--- src/rtl/muldiv_if.sv ---
// Pipeline-side bundle for the HI/LO multiply/divide unit: request, MTHI/MTLO
// write port and the HI/LO/busy/done status returned to the execute stage.
interface muldiv_if #(parameter int XLEN = 32);
    logic            start;
    logic [1:0]      op;
    logic [XLEN-1:0] rs_val;
    logic [XLEN-1:0] rt_val;
    logic            mthi;
    logic            mtlo;
    logic [XLEN-1:0] wdata;
    logic [XLEN-1:0] HI;
    logic [XLEN-1:0] LO;
    logic            busy;
    logic            done;

    modport master (
        output start, op, rs_val, rt_val, mthi, mtlo, wdata,
        input  HI, LO, busy, done
    );

    modport slave (
        input  start, op, rs_val, rt_val, mthi, mtlo, wdata,
        output HI, LO, busy, done
    );
endinterface

--- src/rtl/muldiv_ctrl.sv ---
// Iterative MULT/MULTU/DIV/DIVU sequencer owning HI/LO; one result bit per cycle,
// with MTHI/MTLO writes serviced only while idle.
//
//   state | meaning
//   IDLE  | accept start (wins over MTHI/MTLO) or service MTHI/MTLO
//   CALC  | 32 shift-add / restoring-divide iterations, cnt 0..31
//   SIGN  | sign fix-up, write HI/LO, pulse done
module muldiv_ctrl #(
    parameter int XLEN = 32
) (
    input  logic    CLK,
    input  logic    RST,
    muldiv_if.slave bus
);
    typedef enum logic [1:0] {
        IDLE = 2'd0,
        CALC = 2'd1,
        SIGN = 2'd2
    } state_t;

    state_t          state;
    logic [4:0]      cnt;
    logic            is_div;
    logic            neg_a;
    logic            neg_b;
    logic [XLEN-1:0] a_mag;
    logic [XLEN-1:0] b_mag;
    logic [XLEN-1:0] acc_hi;
    logic [XLEN-1:0] acc_lo;
    logic [XLEN-1:0] hi_r;
    logic [XLEN-1:0] lo_r;
    logic            busy_r;
    logic            done_r;

    logic            rs_neg;
    logic            rt_neg;
    logic [XLEN-1:0] rs_mag;
    logic [XLEN-1:0] rt_mag;
    logic [XLEN:0]   mul_sum;
    logic [XLEN:0]   div_shift;
    logic            div_fits;
    logic [XLEN-1:0] div_diff;
    logic [XLEN-1:0] calc_hi;
    logic [XLEN-1:0] calc_lo;
    logic [2*XLEN-1:0] product;
    logic            sign_diff;
    logic [XLEN-1:0] res_hi;
    logic [XLEN-1:0] res_lo;

    always_comb begin
        rs_neg    = ~bus.op[0] & bus.rs_val[XLEN-1];
        rt_neg    = ~bus.op[0] & bus.rt_val[XLEN-1];
        rs_mag    = rs_neg ? -bus.rs_val : bus.rs_val;
        rt_mag    = rt_neg ? -bus.rt_val : bus.rt_val;

        // Multiply: multiplier sits in acc_lo and is shifted out LSB first.
        mul_sum   = acc_lo[0] ? ({1'b0, acc_hi} + {1'b0, a_mag}) : {1'b0, acc_hi};

        // Divide: acc_hi is the remainder, acc_lo shifts dividend out / quotient in.
        div_shift = {acc_hi, acc_lo[XLEN-1]};
        div_fits  = (div_shift >= {1'b0, b_mag});
        div_diff  = div_shift[XLEN-1:0] - b_mag;

        if (is_div) begin
            calc_hi = div_fits ? div_diff : div_shift[XLEN-1:0];
            calc_lo = {acc_lo[XLEN-2:0], div_fits};
        end else begin
            calc_hi = mul_sum[XLEN:1];
            calc_lo = {mul_sum[0], acc_lo[XLEN-1:1]};
        end

        sign_diff = neg_a ^ neg_b;
        product   = {acc_hi, acc_lo};
        res_hi    = acc_hi;
        res_lo    = acc_lo;
        if (!is_div) begin
            if (sign_diff) begin
                product = -product;
            end
            res_hi = product[2*XLEN-1:XLEN];
            res_lo = product[XLEN-1:0];
        end else if (b_mag == '0) begin
            // Divide by zero hands back the original dividend untouched.
            res_lo = '1;
            res_hi = neg_a ? -a_mag : a_mag;
        end else begin
            res_lo = sign_diff ? -acc_lo : acc_lo;
            res_hi = neg_a ? -acc_hi : acc_hi;
        end
    end

    always_ff @(posedge CLK) begin
        if (RST) begin
            state  <= IDLE;
            cnt    <= '0;
            is_div <= 1'b0;
            neg_a  <= 1'b0;
            neg_b  <= 1'b0;
            a_mag  <= '0;
            b_mag  <= '0;
            acc_hi <= '0;
            acc_lo <= '0;
            hi_r   <= '0;
            lo_r   <= '0;
            busy_r <= 1'b0;
            done_r <= 1'b0;
        end else begin
            done_r <= 1'b0;
            case (state)
                IDLE: begin
                    if (bus.start) begin
                        is_div <= bus.op[1];
                        neg_a  <= rs_neg;
                        neg_b  <= rt_neg;
                        a_mag  <= rs_mag;
                        b_mag  <= rt_mag;
                        acc_hi <= '0;
                        acc_lo <= bus.op[1] ? rs_mag : rt_mag;
                        cnt    <= '0;
                        busy_r <= 1'b1;
                        state  <= CALC;
                    end else begin
                        if (bus.mthi) hi_r <= bus.wdata;
                        if (bus.mtlo) lo_r <= bus.wdata;
                    end
                end
                CALC: begin
                    acc_hi <= calc_hi;
                    acc_lo <= calc_lo;
                    cnt    <= cnt + 5'd1;
                    if (cnt == 5'd31) state <= SIGN;
                end
                SIGN: begin
                    hi_r   <= res_hi;
                    lo_r   <= res_lo;
                    done_r <= 1'b1;
                    busy_r <= 1'b0;
                    state  <= IDLE;
                end
                default: begin
                    busy_r <= 1'b0;
                    state  <= IDLE;
                end
            endcase
        end
    end

    assign bus.HI   = hi_r;
    assign bus.LO   = lo_r;
    assign bus.busy = busy_r;
    assign bus.done = done_r;
endmodule

--- src/flat_wrapper.sv ---
// flat-port wrapper written by rule: the top's interface ports become plain ports
module muldiv_ctrl_flat 
#(
    parameter int XLEN = 32
)
  (CLK, RST, bus_start, bus_op, bus_rs_val, bus_rt_val, bus_mthi, bus_mtlo, bus_wdata, bus_HI, bus_LO, bus_busy, bus_done);
  muldiv_if #(.XLEN(XLEN)) bus_i ();
  input  logic CLK;
  input  logic RST;
  input wire logic [$bits(bus_i.start)-1:0] bus_start;
  input wire logic [$bits(bus_i.op)-1:0] bus_op;
  input wire logic [$bits(bus_i.rs_val)-1:0] bus_rs_val;
  input wire logic [$bits(bus_i.rt_val)-1:0] bus_rt_val;
  input wire logic [$bits(bus_i.mthi)-1:0] bus_mthi;
  input wire logic [$bits(bus_i.mtlo)-1:0] bus_mtlo;
  input wire logic [$bits(bus_i.wdata)-1:0] bus_wdata;
  output wire logic [$bits(bus_i.HI)-1:0] bus_HI;
  output wire logic [$bits(bus_i.LO)-1:0] bus_LO;
  output wire logic [$bits(bus_i.busy)-1:0] bus_busy;
  output wire logic [$bits(bus_i.done)-1:0] bus_done;
  assign bus_i.start = bus_start;
  assign bus_i.op = bus_op;
  assign bus_i.rs_val = bus_rs_val;
  assign bus_i.rt_val = bus_rt_val;
  assign bus_i.mthi = bus_mthi;
  assign bus_i.mtlo = bus_mtlo;
  assign bus_i.wdata = bus_wdata;
  assign bus_HI = bus_i.HI;
  assign bus_LO = bus_i.LO;
  assign bus_busy = bus_i.busy;
  assign bus_done = bus_i.done;
  muldiv_ctrl #(.XLEN(XLEN)) u_core (.CLK(CLK), .RST(RST), .bus(bus_i));
endmodule
--- config.mk ---
export PLATFORM = sky130hd
export DESIGN_NAME = muldiv_ctrl_flat
export DESIGN_NICKNAME = d
export VERILOG_FILES = /design/src/rtl/muldiv_if.sv /design/src/rtl/muldiv_ctrl.sv /design/src/flat_wrapper.sv
export SDC_FILE = /design/constraint.sdc
export NUM_CORES = 1
export LEC_CHECK = 0
export ABC_AREA = 1
export BUFFER_PORTS_ARGS = -buffer_cell sky130_fd_sc_hd__buf_2
export CELL_PAD_IN_SITES_DETAIL_PLACEMENT = 0
export CELL_PAD_IN_SITES_GLOBAL_PLACEMENT = 1
export CORE_ASPECT_RATIO = 1.4
export CORE_MARGIN = 4
export CORE_UTILIZATION = 35
export CTS_CLUSTER_SIZE = 24
export DETAILED_ROUTE_END_ITERATION = 7
export GPL_ROUTABILITY_DRIVEN = 0
export PLACE_DENSITY = 0.68
export REMOVE_ABC_BUFFERS = 1
export SYNTH_ARGS = -nofsm -noshare
export SYNTH_HDL_FRONTEND = slang
export SYNTH_SLANG_ARGS = --single-unit
--- constraint.sdc ---
create_clock -name CLK -period 5.3 [get_ports CLK]
set_input_delay 0.53 -clock CLK [delete_from_list [all_inputs] [get_ports CLK]]
set_output_delay 0.53 -clock CLK [all_outputs]
set_load 0.01 [all_outputs]
==> impl_metrics.tcl, run 1 <==
set metrics [dict create \
    status "completed" \
    setup_viol 0 \
    ys_seq_area_frac 0.199 \
    drive_gt1_frac 0.0852 \
    antenna_cells 0 \
    port_buffers 168 \
    post-route-period-util 0.602 \
    ir_drop_mv 0.243 \
    worst_pin_slew_ns 1.12 \
    dpl_cell_area_um2 22000 \
    wl_um 101000 \
    coreArea_um2 57800 \
    vias 24700 \
    relSlewSlack 0.243 \
    critPathTopFamily "buffers and inverters" \
    postSynthAreaPerCell_um2 5.54 \
    synth_warnings 0 \
    power.net_switching_mw 2.52 \
    fp-row-count 104 \
    grt_max_degree 76 \
    worstSetupStartpointType "register" \
    clk-insertion-delay-late_ns 0.57 \
    synth_ff_type "dfxtp_1" \
    power_mw 5.91 \
    ant_nets 0 \
    power_density_nw_per_um2 259 \
    postSynth.asyncResetShare 0 \
    synth_edf_count 0 \
    rsz0062_at_grt "no" \
    multi_input_area_um2 13900 \
    synth_cell_type_count 48 \
    ys_seq_elements 204 \
    antenna_found_initial 1 \
    post-cts-setup-buffers 0 \
    track_usage 0.311 \
    cts_tree "built" \
    crit_path_max_fanout 56 \
    drc 0 \
    worst-path-buf-inv 3 \
    syn_area_um2 20500 \
    fill_cells 6788 \
    die-width_um 213 \
    endpoint_kind "register" \
    die-area_um2 62600 \
    power_frac_comb 0.374 \
    clock_sinks 204 \
    die_y_um 295 \
    stdcell_area_um2 22900 \
    p_int_mw 3.39 \
    required_ns 5.78 \
    maxCapViolCount 0 \
    clockPowerShare 0.316 \
    netlist_instances 3704 \
    cts_resized 0 \
    grt_overflow 0 \
    hold_viol 0 \
    cts_made_buffers 25 \
    cts_max_level 1 \
    grt_pass1_vias 23500 \
    vias_per_cell 5.44 \
    leakagePower_nw 11.5 \
    initial_core_util 0.355 \
    wire_per_inst_um 22.3 \
    clockBufferDepth 3 \
    slowest_delay_ns 0.73 \
    ios 169 \
    worst-endpoint-arrival_ns 3.68 \
    syn_to_final_growth_pct 11.4 \
    clkTransAtPathRegs_ns 0.06 \
    p_seq_frac 0.311 \
    grt_pass1_wl_um 149000 \
    crit_type "register to register" \
    drt_first_pass_iters 6 \
    finalNetCount 3959 \
    drt-initial-drc-count 2285 \
    fin_crit_ns 3.19 \
    p_sw_frac 0.426 \
    min_path_type "input pin to register" \
    dp_hpwl_um 82000 \
    seq_area_um2 4090 \
    max_freq_ghz 0.313 \
    fin_worst_skew_ns 0.0218 \
    hold_buffers 0 \
    path_cells "buf_4 -> clkinv_1 -> nor2_1 -> nor2_1 -> inv_1 -> nor2_1 -> nand2_1 -> nand3_1 -> nand3_1 -> nand3_1 -> a21oi_1" \
    slew_violations 0 \
    clockRootBuffer "clkbuf_16" \
    cp_slowest_cell "clkinv_1" \
]
-- sequential cells by signal (all words and copies together) (netlist names) --
register,count
u_core.bus.done,1
u_core.bus.HI,32
u_core.bus.LO,32
u_core.b_mag,32
u_core.cnt,5
u_core.neg_b,1
u_core.bus.busy,1
u_core.acc_hi,32
u_core.acc_lo,32
u_core.neg_a,1
u_core.is_div,1
u_core.a_mag,32
u_core.state,2
-- logic make-up (layout without fill, tap and decap cells) --
group	after synthesis	in the layout	synth area share
xor gates and xnor gates	88	88	0.0375
DFF	204	204	0.199
and+or+nand+nor	1896	1896	0.391
buffers and inverters	660	758	0.123
AOI/OAI and AO/OA	783	783	0.205
adders and majority gates	73	73	0.0452
-- placed cells by master, fill, tap and decap left out, types with 20 or more instances in the layout --
master / count
nand4_1: 49
clkbuf_16: 25
nand3_1: 354
o21ai_0: 297
nor2_1: 381
o211ai_1: 59
nand2_1: 1012
ha_1: 71
xor2_1: 69
nor3_1: 27
dfxtp_1: 202
a31oi_1: 20
buf_4: 35
buf_2: 168
a21oi_1: 360
inv_1: 492
o21bai_1: 21
-- cell usage after synthesis (3+ instances only) --
library cell / n / area share
nand3_1: 354 / 0.086
clkinv_1: 3 / 0.00055
o21ai_1: 5 / 0.0012
o211ai_1: 59 / 0.022
nor3_1: 27 / 0.0066
nor2_2: 11 / 0.0034
o21ai_0: 297 / 0.072
a31oi_1: 20 / 0.0061
xnor2_1: 19 / 0.0081
buf_2: 17 / 0.0041
a21o_1: 4 / 0.0015
nand3b_1: 15 / 0.0055
dfxtp_1: 204 / 0.20
nand4_1: 49 / 0.015
nor2_1: 386 / 0.071
inv_1: 496 / 0.091
buf_1: 19 / 0.0035
a21oi_2: 4 / 0.0017
or2_2: 11 / 0.0034
ha_1: 71 / 0.043
clkbuf_1: 112 / 0.020
o21bai_1: 21 / 0.0077
and2_1: 3 / 0.00091
xor2_1: 69 / 0.029
a21oi_1: 362 / 0.088
nand3_2: 10 / 0.0049
nand2_4: 3 / 0.0016
o21ai_2: 4 / 0.0017
nand2_1: 1012 / 0.19
inv_2: 9 / 0.0016
nand2_2: 5 / 0.0015
-- power groups by stage --
stage          combinational (mW)  clock, mW  sequential, mW
2_1_floorplan                1.41          0            1.80
3_3_place_gp                 2.19          0            1.86
3_5_place_dp                 2.18          0            1.86
4_1_cts                      2.19       1.90            1.83
5_1_grt                      2.45       1.94            1.84
6_report                     2.21       1.87            1.84
-- stage by stage --
step | cells | setup TNS, ns | hold slack, ns | setup slack [ns] | util
finish | 4544 | 0 | 0.275 | 2.11 | 0.396
global route | 4544 | 0 | 0.286 | 1.81 | 0.396
CTS | 4544 | 0 | 0.255 | 2.15 | 0.396
detailed placement | 4498 | 0 | 0.459 | 2.16 | 0.381
global placement | 4498 | 0 | 0.457 | 2.19 | 0.381
floorplan | 3553 | -0.0114 | 0.439 | -0.0114 | -
-- final timing paths --
kind,slack [ns],start,to,cells past startpoint
worst min register to register,0.46,u_core.bus.busy,u_core.bus.busy,2
worst max-delay path,2.11,u_core.neg_a,u_core.bus.HI[23],11
worst max register to register,2.11,u_core.neg_a,u_core.bus.HI[23],11
worst min-delay path,0.27,bus_wdata[6],u_core.bus.LO[6],3
-- layer usage --
| metal | vias to the layer above | global-route usage | routed length (µm) |
|---|---|---|---|
| li1 | 12200 | - | - |
| met1 | 11300 | 0.367 | 39200 |
| met2 | 920 | 0.536 | 48900 |
| met3 | 241 | 0.0270 | 5070 |
| met4 | 2 | 0.204 | 8260 |
| met5 | - | 0 | 13 |
-- worst register-to-register path: stages (launching register included) --
cell	delay, ns
dfxtp_2	0.47
buf_4	0.54
clkinv_1	0.78
nor2_1	0.41
nor2_1	0.18
inv_1	0.12
nor2_1	0.04
nand2_1	0.06
nand3_1	0.08
nand3_1	0.13
nand3_1	0.13
a21oi_1	0.17
-- cell type report --
type | instances | share of cell area
clock buffers | 31 | 0.0301
clock inverters | 15 | 0.00810
inverters | 509 | 0.0838
multi-input cells | 2840 | 0.610
flip-flops and latches | 204 | 0.179
well taps | 742 | 0.0406
repair buffers | 203 | 0.0483
No activity file was read; power rests on OpenSTA's default activity.
==> run 2, diff against run 1 <==
--- a/config.mk
+++ b/config.mk
@@ -15,7 +15,7 @@
 export CTS_CLUSTER_SIZE = 24
 export DETAILED_ROUTE_END_ITERATION = 7
 export GPL_ROUTABILITY_DRIVEN = 0
-export PLACE_DENSITY = 0.68
+export PLACE_DENSITY = 0.71
 export REMOVE_ABC_BUFFERS = 1
 export SYNTH_ARGS = -nofsm -noshare
 export SYNTH_HDL_FRONTEND = slang
==> constraint.sdc (replaced) <==
create_clock -name CLK -period 2.8 [get_ports CLK]
set_input_delay 0.28 -clock CLK [delete_from_list [all_inputs] [get_ports CLK]]
set_output_delay 0.28 -clock CLK [all_outputs]
set_load 0.01 [all_outputs]
==> impl_metrics.tcl, run 2 (synthesis results as in run 1) <==
set metrics [dict create \
    wire_per_inst_um 21.7 \
    final_cell_mix "nand2_1, inv_1, nor2_1" \
    coreArea_um2 57800 \
    cts_max_level 1 \
    status "completed" \
    wl_um 101000 \
    finalNetCount 4056 \
    antenna_cells 0 \
    drc 0 \
    reg2reg_from "u_core.b_mag[30]" \
    die-area_um2 62600 \
    grt_pass1_vias 23700 \
    vias 25100 \
    worst-path-buf-inv 3 \
    grt_util_met1 0.352 \
    cp_slowest_cell "dfxtp_1" \
    clockRootBuffer "clkbuf_16" \
    initial_core_util 0.355 \
    ios 169 \
    vias_per_cell 5.40 \
    path_cells "inv_1 -> ha_1 -> nand2_1 -> inv_1 -> nand2_1 -> nor4_4 -> nand2_4 -> nand2_8 -> nand2_4 -> inv_2 -> nand2_1 -> nand3_1 -> a21oi_1" \
    hold_path.startpoint "bus_wdata[15]" \
    syn_to_final_growth_pct 16.0 \
    mostFrequentLayoutCell "nand2_1" \
    crit_path_max_fanout 17 \
    grt_overflow 0 \
    leakagePower_nw 12.0 \
    dp.cells 4589 \
    fin_cells 4641 \
    rr_worst_depth 13 \
    die-width_um 213 \
    hold_viol 0 \
    power_density_nw_per_um2 487 \
    fin_crit_ns 2.61 \
    worst_pin_slew_ns 0.971 \
    drive_gt1_frac 0.109 \
    min_path_type "input pin to register" \
    grt_max_degree 94 \
    endpoint_kind "register" \
    clkTransAtPathRegs_ns 0.06 \
    min_path_cells 3 \
    drt_first_pass_iters 6 \
    grt.met3_usage 0.0307 \
    relSlewSlack 0.352 \
    max_freq_ghz 0.383 \
    maxCapViolCount 0 \
    antenna_found_initial 0 \
    cts_tree "built" \
    ant_nets 0 \
    dp_hpwl_um 82200 \
    worstSetupStartpointType "register" \
    top_usage_layer "met2" \
    fp-row-count 104 \
    cts_made_buffers 25 \
    fin_ws_ns 0.191 \
    die_y_um 295 \
    clock_sinks 204 \
    port_buffers 168 \
    critPathLaunch "u_core.b_mag[30]" \
    fin_worst_skew_ns 0.0180 \
    cp_common_cell "nand2_1" \
    min_to "u_core.bus.LO[15]" \
    clk-insertion-delay-late_ns 0.58 \
    rr_endpoint "u_core.acc_hi[13]" \
    clockBufferDepth 3 \
    fin_util 0.412 \
    rsz0062_at_grt "no" \
    power_mw 11.6 \
    met2_usage 0.531 \
    preCtsSetupSlack_ns 0.147 \
    post-route-period-util 0.932 \
    critPathTopFamily "simple AND/OR/NAND/NOR gates" \
    reg2reg_setup_slack_ns 0.19 \
    slew_violations 0 \
    worst-endpoint-arrival_ns 3.01 \
    track_usage 0.307 \
    slowest_delay_ns 0.40 \
    drt-initial-drc-count 2221 \
    crit_type "register to register" \
    ir_drop_mv 0.429 \
    setup_viol 0 \
    required_ns 3.20 \
    grt_pass1_wl_um 147000 \
]
run 2: changes by cell type in the layout (fill, tap and decap cells not counted), moves of 3 or more:
cell,previous run,this run
dfxtp_1,202,199
buf_4,35,117
dfxtp_2,1,4
dlygate4sd3_1,0,4
buf_12,0,11
clkinv_2,6,3
run 2: how the worst max path moves through the flow:
stage	end	slack, ns	cells past startpoint
after floorplan	u_core.bus.HI[0]	-2.51	6
after global placement	u_core.acc_hi[11]	0.16	13
after detailed placement	u_core.acc_hi[14]	0.15	13
after CTS	u_core.acc_hi[13]	0.12	13
after global routing	u_core.acc_hi[18]	0.01	16
final	u_core.acc_hi[13]	0.19	13
run 2: metrics by stage:
| stage | instance area, µm² | TNS (ns) | hold slack (ns) |
|---|---|---|---|
| finish | 23800 | 0 | 0.0177 |
| global route | 23800 | 0 | 0.0362 |
| CTS | 23800 | 0 | 0.00225 |
| detailed placement | 22800 | 0 | 0.464 |
| global placement | 22800 | 0 | 0.455 |
| floorplan | 19900 | -264.48 | 0.342 |
run 2: where the power goes:
part,total (mW),switching [mW],internal (mW)
combinational,4.48,3.07,1.41
clock,3.72,1.49,2.23
sequential,3.38,0.265,3.12
total,11.6,4.83,6.76
run 2: timing repair:
action / in CTS / in global routing
hold buffers: 4 / 0
endpoints found under the hold margin: 5 / 0
setup endpoints to repair: 0 / 13
buffers inserted: 0 / 2
gates resized for setup: 0 / 11
run 2: area by class of cell:
type / count / area, µm²
Clock inverter: 14 / 230
Inverter: 509 / 1920
Sequential cell: 204 / 4090
Tap cell: 742 / 928
Timing Repair Buffer: 300 / 1980
Fill cell: 6687 / 34000
Clock buffer: 32 / 692
Multi-Input combinational cell: 2840 / 14000
run 2: tightest hold or removal path, delay by kind of cell:
family,cells,cell delay (ns)
and+or+nand+nor,1,0.08
AOI/OAI and AO/OA,1,0.08
buffers and inverters,1,0.10
run 2: routing by layer:
metal  vias to the layer above  part of all wire
met5                         -                 0
met4                         0             0.088
met1                     11500              0.38
met3                       288             0.056
met2                       935              0.48
li1                      12400                 -
==> run 3, diff against run 2 <==
--- a/config.mk
+++ b/config.mk
@@ -11,11 +11,12 @@
 export CELL_PAD_IN_SITES_GLOBAL_PLACEMENT = 1
 export CORE_ASPECT_RATIO = 1.4
 export CORE_MARGIN = 4
-export CORE_UTILIZATION = 35
+export CORE_UTILIZATION = 38
 export CTS_CLUSTER_SIZE = 24
 export DETAILED_ROUTE_END_ITERATION = 7
 export GPL_ROUTABILITY_DRIVEN = 0
-export PLACE_DENSITY = 0.71
+export MAX_ROUTING_LAYER = met4
+export PLACE_DENSITY = 0.76
 export REMOVE_ABC_BUFFERS = 1
 export SYNTH_ARGS = -nofsm -noshare
 export SYNTH_HDL_FRONTEND = slang
==> impl_metrics.tcl, run 3 (synthesis results as in run 1) <==
set metrics [dict create \
    status "completed" \
    required_ns 3.20 \
    clockBufferDepth 3 \
    die-area_um2 57900 \
    grt_overflow 0 \
    relSlewSlack 0.0745 \
    slew_violations 0 \
    worst-path-buf-inv 1 \
    drive_gt1_frac 0.107 \
    dp_hpwl_um 79900 \
    fp-row-count 100 \
    cp_common_cell "nand2_1" \
    grt_pass1_vias 23500 \
    slowest_delay_ns 0.57 \
    clk-insertion-delay-late_ns 0.57 \
    wire_per_inst_um 21.2 \
    drt_first_pass_iters 7 \
    setup_viol 0 \
    path_cells "ha_1 -> a21oi_1 -> nand2_1 -> nand2_1 -> nand2_1 -> nand2_1 -> nand3_2 -> nor2_8 -> nand3_4 -> inv_6 -> nand2_1 -> o211ai_1 -> a21oi_1" \
    fin_setup_tns_ns 0 \
    dpl_cell_area_um2 22700 \
    worst_pin_slew_ns 1.37 \
    min_path_type "input pin to register" \
    worstSetupStartpointType "register" \
    vias 25000 \
    fin_util 0.442 \
    drt-initial-drc-count 2325 \
    coreArea_um2 53300 \
    initial_core_util 0.385 \
    syn_to_final_growth_pct 14.7 \
    die-width_um 204 \
    crit_type "register to register" \
    hold_buffers 0 \
    ir_drop_mv 0.407 \
    final_cell_mix "nand2_1, inv_1, nor2_1" \
    cts_tree "built" \
    ant_nets 0 \
    fin_worst_skew_ns 0.0199 \
    crit_path_max_fanout 17 \
    port_buffers 168 \
    clock_sinks 204 \
    power_density_nw_per_um2 470 \
    maxCapViolCount 0 \
    cts_made_buffers 24 \
    rsz0062_at_grt "no" \
    ios 169 \
    worst-endpoint-arrival_ns 3.11 \
    stdcell_area_um2 23500 \
    track_usage 0.330 \
    post-route-period-util 0.967 \
    antenna_found_initial 1 \
    reg2reg_setup_slack_ns 0.09 \
    drc 0 \
    clockRootBuffer "clkbuf_16" \
    hold_viol 0 \
    finalNetCount 4048 \
    grt_pass1_wl_um 143000 \
    die_y_um 283 \
    max_freq_ghz 0.369 \
    critPathTopFamily "simple AND/OR/NAND/NOR gates" \
    clkTransAtPathRegs_ns 0.06 \
    wl_um 97400 \
    leakagePower_nw 11.9 \
    vias_per_cell 5.43 \
    grt_max_degree 91 \
    mostFrequentLayoutCell "nand2_1" \
    cp_slowest_cell "dfxtp_1" \
    whs_ns 0.0322 \
    endpoint_kind "register" \
    power_mw 11.1 \
    cts_max_level 1 \
    fin_crit_ns 2.71 \
]
[run 3: metal layers]
metal | up-vias | GRT usage | share of wire
met5 | - | - | 0
met4 | 0 | 0.238 | 0.096
met3 | 326 | 0.0341 | 0.064
met2 | 1008 | 0.539 | 0.46
met1 | 11300 | 0.374 | 0.38
li1 | 12400 | - | -
[run 3: what timing repair did]
action	CTS	global route
setup endpoints to repair	0	11
resized for setup	0	7
setup buffers	0	0
[run 3: report_power, final]
part | internal (mW) | leakage, nW | switching, mW
clock | 1.84 | 0.391 | 1.43
sequential | 3.12 | 1.68 | 0.255
combinational | 1.38 | 9.86 | 3.04
total | 6.33 | 11.9 | 4.72
[run 3: worst reg2reg max path: stages (launching register included)]
cell      delay, ns
dfxtp_1        0.57
ha_1           0.35
a21oi_1        0.23
nand2_1        0.10
nand2_1        0.06
nand2_1        0.06
nand2_1        0.08
nand3_2        0.11
nor2_8         0.21
nand3_4        0.22
inv_6          0.22
nand2_1        0.08
o211ai_1       0.14
a21oi_1        0.11
[run 3: path summary, 6_finish.rpt]
check,start,endpoint,cells after the start
min,bus_wdata[15],u_core.bus.LO[15],3
min reg2reg,u_core.bus.busy,u_core.bus.busy,2
max,u_core.acc_hi[19],u_core.acc_hi[7],13
max reg2reg,u_core.acc_hi[19],u_core.acc_hi[7],13
[run 3: through the flow]
stage	instances	setup slack, ns
after floorplan	3553	-2.51
after global placement	4560	0.0850
after detailed placement	4560	0.0696
after CTS	4603	0.0418
after global routing	4604	0.00212
final	4604	0.0910
[run 3: layout make-up]
type                            instances  area, µm²
Fill cell                            6184      29800
Inverter                              509       1920
Clock buffer                           32        691
Timing Repair Buffer                  293       1880
Tap cell                              714        893
Multi-Input combinational cell       2840      14000
Clock inverter                         11        108
Antenna cell                            1       2.50
Sequential cell                       204       4090
